### src/rtl/rotary_decoder_if.sv
`default_nettype none
// ============================================================================
// Module      : rotary_decoder_if
// Description : Raw encoder pins in, single-cycle rotation/press events out.
// Revision    : 1.0 - initial release
// ============================================================================
interface rotary_decoder_if;
    logic enc_a;
    logic enc_b;
    logic enc_btn;
    logic rotl;
    logic rotr;
    logic push;
    logic glitch;

    modport master (
        output enc_a, enc_b, enc_btn,
        input  rotl, rotr, push, glitch
    );

    modport slave (
        input  enc_a, enc_b, enc_btn,
        output rotl, rotr, push, glitch
    );
endinterface
`default_nettype wire

### src/rtl/rotary_decoder.sv
`default_nettype none
// ============================================================================
// Module      : rotary_decoder
// Description : Synchronise, debounce and decode a quadrature encoder + button
//               into registered single-cycle rotl/rotr/push/glitch events.
// Revision    : 1.0 - initial release
// ============================================================================
module rotary_decoder #(
    parameter int DEBOUNCE = 16,
    parameter int CNT_W    = 5
) (
    input  wire logic       clk,
    input  wire logic       clr,
    rotary_decoder_if.slave enc
);

    localparam logic [CNT_W-1:0] c_cnt_max = CNT_W'(DEBOUNCE - 1);

    localparam logic [2:0] c_st_idle = 3'd0;
    localparam logic [2:0] c_st_r1   = 3'd1;
    localparam logic [2:0] c_st_r2   = 3'd2;
    localparam logic [2:0] c_st_r3   = 3'd3;
    localparam logic [2:0] c_st_l1   = 3'd4;
    localparam logic [2:0] c_st_l2   = 3'd5;
    localparam logic [2:0] c_st_l3   = 3'd6;
    localparam logic [2:0] c_st_wait = 3'd7;

    // Pin order: 0 = A, 1 = B, 2 = button; all idle high.
    logic [2:0] w_raw;
    logic [2:0] w_filt;

    assign w_raw = {enc.enc_btn, enc.enc_b, enc.enc_a};

    for (genvar i = 0; i < 3; i++) begin : g_pin
        logic             r_s1;
        logic             r_s2;
        logic             r_filt;
        logic [CNT_W-1:0] r_cnt;

        always_ff @(posedge clk) begin
            if (clr) begin
                r_s1   <= 1'b1;
                r_s2   <= 1'b1;
                r_filt <= 1'b1;
                r_cnt  <= '0;
            end else begin
                r_s1 <= w_raw[i];
                r_s2 <= r_s1;
                // Filtered value follows only after DEBOUNCE consecutive differing samples.
                if (r_s2 == r_filt) begin
                    r_cnt <= '0;
                end else if (r_cnt == c_cnt_max) begin
                    r_filt <= r_s2;
                    r_cnt  <= '0;
                end else begin
                    r_cnt <= r_cnt + 1'b1;
                end
            end
        end

        assign w_filt[i] = r_filt;
    end

    logic [1:0] w_ab;
    logic       w_btn;
    logic       r_btn_prev;
    logic       w_btn_fall;

    assign w_ab       = {w_filt[0], w_filt[1]};
    assign w_btn      = w_filt[2];
    assign w_btn_fall = r_btn_prev & ~w_btn;

    logic [2:0] r_state;
    logic [2:0] w_state_nxt;

    always_ff @(posedge clk) begin
        if (clr) begin
            r_state <= c_st_idle;
        end else begin
            r_state <= w_state_nxt;
        end
    end

    always_comb begin
        w_state_nxt = r_state;
        case (r_state)
            c_st_idle: case (w_ab)
                2'b10:   w_state_nxt = c_st_r1;
                2'b01:   w_state_nxt = c_st_l1;
                2'b00:   w_state_nxt = c_st_wait;
                default: ;
            endcase
            c_st_r1: case (w_ab)
                2'b00:   w_state_nxt = c_st_r2;
                2'b11:   w_state_nxt = c_st_idle;
                2'b01:   w_state_nxt = c_st_wait;
                default: ;
            endcase
            c_st_r2: case (w_ab)
                2'b01:   w_state_nxt = c_st_r3;
                2'b10:   w_state_nxt = c_st_r1;
                2'b11:   w_state_nxt = c_st_wait;
                default: ;
            endcase
            c_st_r3: case (w_ab)
                2'b11:   w_state_nxt = c_st_idle;
                2'b00:   w_state_nxt = c_st_r2;
                2'b10:   w_state_nxt = c_st_wait;
                default: ;
            endcase
            c_st_l1: case (w_ab)
                2'b00:   w_state_nxt = c_st_l2;
                2'b11:   w_state_nxt = c_st_idle;
                2'b10:   w_state_nxt = c_st_wait;
                default: ;
            endcase
            c_st_l2: case (w_ab)
                2'b10:   w_state_nxt = c_st_l3;
                2'b01:   w_state_nxt = c_st_l1;
                2'b11:   w_state_nxt = c_st_wait;
                default: ;
            endcase
            c_st_l3: case (w_ab)
                2'b11:   w_state_nxt = c_st_idle;
                2'b00:   w_state_nxt = c_st_l2;
                2'b01:   w_state_nxt = c_st_wait;
                default: ;
            endcase
            default: begin
                if (w_ab == 2'b11) begin
                    w_state_nxt = c_st_idle;
                end
            end
        endcase
    end

    logic w_rotl_evt;
    logic w_rotr_evt;
    logic w_glitch_evt;
    logic w_rot_evt;

    // Any entry into WAIT is caused by a two-bit jump, hence a glitch.
    always_comb begin
        w_rotl_evt   = (r_state == c_st_l3) && (w_ab == 2'b11);
        w_rotr_evt   = (r_state == c_st_r3) && (w_ab == 2'b11);
        w_glitch_evt = (r_state != c_st_wait) && (w_state_nxt == c_st_wait);
        w_rot_evt    = w_rotl_evt | w_rotr_evt;
    end

    logic r_rotl;
    logic r_rotr;
    logic r_push;
    logic r_glitch;
    logic r_push_pend;

    // A press coinciding with a rotation is deferred one cycle behind it.
    always_ff @(posedge clk) begin
        if (clr) begin
            r_rotl      <= 1'b0;
            r_rotr      <= 1'b0;
            r_push      <= 1'b0;
            r_glitch    <= 1'b0;
            r_push_pend <= 1'b0;
            r_btn_prev  <= 1'b1;
        end else begin
            r_rotl      <= w_rotl_evt;
            r_rotr      <= w_rotr_evt;
            r_glitch    <= w_glitch_evt;
            r_push      <= r_push_pend | (w_btn_fall & ~w_rot_evt);
            r_push_pend <= w_btn_fall & w_rot_evt;
            r_btn_prev  <= w_btn;
        end
    end

    assign enc.rotl   = r_rotl;
    assign enc.rotr   = r_rotr;
    assign enc.push   = r_push;
    assign enc.glitch = r_glitch;

endmodule
`default_nettype wire

### src/flat_wrapper.sv
// flat-port wrapper written by rule: the top's interface ports become plain ports
module rotary_decoder_flat 
#(
    parameter int DEBOUNCE = 16,
    parameter int CNT_W    = 5
)
  (clk, clr, enc_enc_a, enc_enc_b, enc_enc_btn, enc_rotl, enc_rotr, enc_push, enc_glitch);
  rotary_decoder_if enc_i ();
  input  wire logic clk;
  input  wire logic clr;
  input wire logic [$bits(enc_i.enc_a)-1:0] enc_enc_a;
  input wire logic [$bits(enc_i.enc_b)-1:0] enc_enc_b;
  input wire logic [$bits(enc_i.enc_btn)-1:0] enc_enc_btn;
  output wire logic [$bits(enc_i.rotl)-1:0] enc_rotl;
  output wire logic [$bits(enc_i.rotr)-1:0] enc_rotr;
  output wire logic [$bits(enc_i.push)-1:0] enc_push;
  output wire logic [$bits(enc_i.glitch)-1:0] enc_glitch;
  assign enc_i.enc_a = enc_enc_a;
  assign enc_i.enc_b = enc_enc_b;
  assign enc_i.enc_btn = enc_enc_btn;
  assign enc_rotl = enc_i.rotl;
  assign enc_rotr = enc_i.rotr;
  assign enc_push = enc_i.push;
  assign enc_glitch = enc_i.glitch;
  rotary_decoder #(.DEBOUNCE(DEBOUNCE), .CNT_W(CNT_W)) u_core (.clk(clk), .clr(clr), .enc(enc_i));
endmodule
### config.mk
export PLATFORM = sky130hd
export DESIGN_NAME = rotary_decoder_flat
export DESIGN_NICKNAME = d
export VERILOG_FILES = /design/src/rtl/rotary_decoder_if.sv /design/src/rtl/rotary_decoder.sv /design/src/flat_wrapper.sv
export SDC_FILE = /design/constraint.sdc
export NUM_CORES = 1
export LEC_CHECK = 0
export CAP_MARGIN = 0
export CORE_UTILIZATION = 30
export CTS_BUF_LIST = sky130_fd_sc_hd__clkbuf_16
export DETAILED_ROUTE_END_ITERATION = 8
export PLACE_DENSITY = 0.52
export SETUP_SLACK_MARGIN = 0.15
export SYNTH_ARGS = -nofsm -noshare
export SYNTH_HDL_FRONTEND = slang
export SYNTH_SLANG_ARGS = --single-unit
### constraint.sdc
create_clock -name clk -period 1.8 [get_ports clk]
set_input_delay 0.36 -clock clk [delete_from_list [all_inputs] [get_ports clk]]
set_output_delay 0.36 -clock clk [all_outputs]
set_load 0.005 [all_outputs]
==> metrics.yaml <==
run_status:
  status: "finished, final reports clean"
pwr:
  irDropWorstVdd_mv: 0.5221
  powerDensity_mw_per_mm2: 958.6
  leakage_nw: 0.6092
setup_path:
  r2r-end: "u_core.g_pin[2].r_cnt[2]"
  crit_fanout: 5
  endpoint_kind: "flip-flop"
  required_ns: 2.00
  crit_type: "reg2reg"
  reg2reg_slack_ns: 0.21
  rr_worst_depth: 5
  timing.rr.start: "u_core.g_pin[2].r_cnt[0]"
  crit_path_start_kind: "flip-flop"
  critical_path_arrival_ns: 1.79
sta:
  timing.final.crit_share_pct: 88.20
  maxSlewHeadroom_pct: 66.31
  finalCriticalPeriod_ns: 1.588
  slew_violations: 0
  fin_worst_skew_ns: 0.002162
  fin_setup_tns_ns: 0
  rsz0062_at_grt: "no"
  hold_viol: 0
  worstMarginPinSlew_ns: 0.5046
  setup_viol: 0
  max_freq_mhz: 629.9
  fin_ws_ns: 0.2124
global_route:
  grt_pass1_vias: 1012
  antenna_found_initial: 0
  gr-total-overflow: 0
  grt.total_usage_pct: 11.22
  grt_max_degree: 16
  grt_pass1_wl_mm: 4.257
synth:
  synth_edf_count: 0
  yosysTopAreaCellShare_pct: 48.53
  syn_inst: 146
  synth_area_leaders: "dfxtp_1 49%, ha_1 5.5%, nor2_1 5.5%, xnor2_1 3.9%, inv_1 2.8%"
  yosysMostFrequentCell: "dfxtp_1"
  syn_area_sq_mm: 0.001361
  avgSynthCellArea_sq_um: 9.324
  ys_top_cells_by_count: "33 x dfxtp_1, 20 x nor2_1, 10 x inv_1"
  synth_cell_types: 33
  ys_seq_elements: 33
  yosysWarnings: 0
  dominantRegCellSynth: "dfxtp_1"
  async_reset_ff_share_pct: 0
  yosysSeqAreaShare_pct: 48.53
  yosysTopAreaCell: "dfxtp_1"
  syn_nets: 157
clock_tree:
  post_cts_resize_count: 0
  ctsHtreeMaxLevel: 2
  cts_hold_buffers: 0
  cts_tree: "built"
  cts-root-buf: "clkbuf_16"
  post_cts_buffers: 0
  clk-insertion-delay-late_ns: 0.27
  numCtsBuffers: 5
  cts.reportedPaths.clkPinSlew_ns: 0.05
  cts_buffer_depth: 2
  clock_sinks: 33
place:
  gp_congestion: 0.6609
  portBuffers: 8
  pre_cts_ws_ns: 0.1923
  place_hpwl_mm: 1.580
die:
  rows: 24
  coreArea_sq_mm: 0.004354
  initial_core_util_pct: 31.26
  die_area_sq_mm: 0.004811
  die_h_um: 69.36
  fp.dieW_um: 69.36
  pin_count: 9
route:
  ant_nets: 0
  initialDrtViolationCount: 24
  via_count: 992
  drc: 0
  wl_per_cell_um: 11.49
  via_per_inst: 4.746
  drt_pass1_iterations: 4
  wl_mm: 2.402
worst_hold_path:
  holdPathEnd: "u_core.g_pin[2].r_s2"
  hp-start: "u_core.g_pin[2].r_s1"
  holdPathStages: 1
  hold_class: "reg2reg"
cells_and_area:
  syn_to_final_growth_pct: 19.30
  drive_gt1_share_pct: 12.10
  nFillCells: 437
  diodes: 0
  nets: 167
run:
  drv_cap: 0
## registers in the layout, summed over array words and instances (netlist names)
signal and cells:
u_core.enc.rotr 1, u_core.enc.push 1, u_core.g_pin.r_filt 3, u_core.enc.glitch 1
u_core.g_pin.r_cnt 15, u_core.g_pin.r_s2 3, u_core.r_btn_prev 1, u_core.r_state 3
u_core.r_push_pend 1, u_core.g_pin.r_s1 3, u_core.enc.rotl 1
## power breakdown
group | switching [mW] | total [mW] | internal [mW]
Combinational | 0.0137 | 0.0319 | 0.0182
Sequential | 0.00407 | 0.744 | 0.740
Clock | 0.282 | 0.781 | 0.499
## layout make-up
type	count	area [sq um]	area share, %
clock buffers	5	125.1	7.704
multi-input cells	97	635.6	39.14
clock inverters	3	12.51	0.7704
repair buffers	9	87.58	5.393
well taps	52	65.06	4.006
flip-flops and latches	33	660.6	40.68
inverters	10	37.54	2.311
## logic make-up (layout without fill, tap and decap cells)
group | after synthesis | count (layout) | synth area share [%]
and+or+nand+nor | 60 | 60 | 23.16
muxes | 2 | 2 | 1.471
DFF | 33 | 33 | 48.53
xor gates and xnor gates | 10 | 10 | 6.434
AOI/OAI and AO/OA | 19 | 19 | 9.375
buffers and inverters | 16 | 27 | 5.515
adders and majority gates | 6 | 6 | 5.515
## metal layers
metal | wire [um] | part of all wire, % | GRT usage (%)
met5 | 0 | 0 | 0
met4 | 27 | 1.1 | 5.442
met3 | 78 | 3.2 | 3.924
met2 | 1169 | 49 | 18.66
met1 | 1127 | 47 | 12.76
## cell usage in the layout (no fill, tap or decap), drive strengths merged, types with 5 or more instances in the layout
cell type	n
clkbuf	5
clkdlybuf4s50	8
dfxtp	33
ha	6
inv	10
nand2	8
nor2	20
or2	6
xnor2	6
## critical path, stage by stage, from the launching register on
cell	delay [ns]
dfxtp_1	0.32
ha_1	0.22
and3_1	0.19
ha_1	0.23
or3_4	0.42
nor2_1	0.13
## stage by stage
| step | total power [mW] | cells | utilization (%) | hold WS, ns | instance area, sq um |
|---|---|---|---|---|---|
| 3_3_place_gp | 0.7893 | 201 | 33.91 | 0.3968 | 1476 |
| 3_5_place_dp | 0.7906 | 201 | 33.91 | 0.4026 | 1476 |
| 2_1_floorplan | 0.7737 | 146 | - | 0.3895 | 1361 |
| 4_1_cts | 1.580 | 209 | 37.07 | 0.4145 | 1614 |
| 6_report | 1.557 | 209 | 37.30 | 0.4089 | 1624 |
| 5_1_grt | 1.611 | 209 | 37.30 | 0.4364 | 1624 |
## worst max path at each step
stage,slack (ns),cells after the start,endpoint,startpoint
2_1_floorplan,0.32,5,u_core.g_pin[1].r_cnt[2],u_core.g_pin[1].r_cnt[0]
3_3_place_gp,0.23,5,u_core.r_push_pend,clr
3_5_place_dp,0.19,5,u_core.r_push_pend,clr
4_1_cts,0.17,5,u_core.g_pin[2].r_cnt[2],u_core.g_pin[2].r_cnt[0]
5_1_grt,0.18,5,u_core.g_pin[2].r_cnt[2],u_core.g_pin[2].r_cnt[0]
6_report,0.21,5,u_core.g_pin[2].r_cnt[2],u_core.g_pin[2].r_cnt[0]
(Power assumes the default switching activity.)
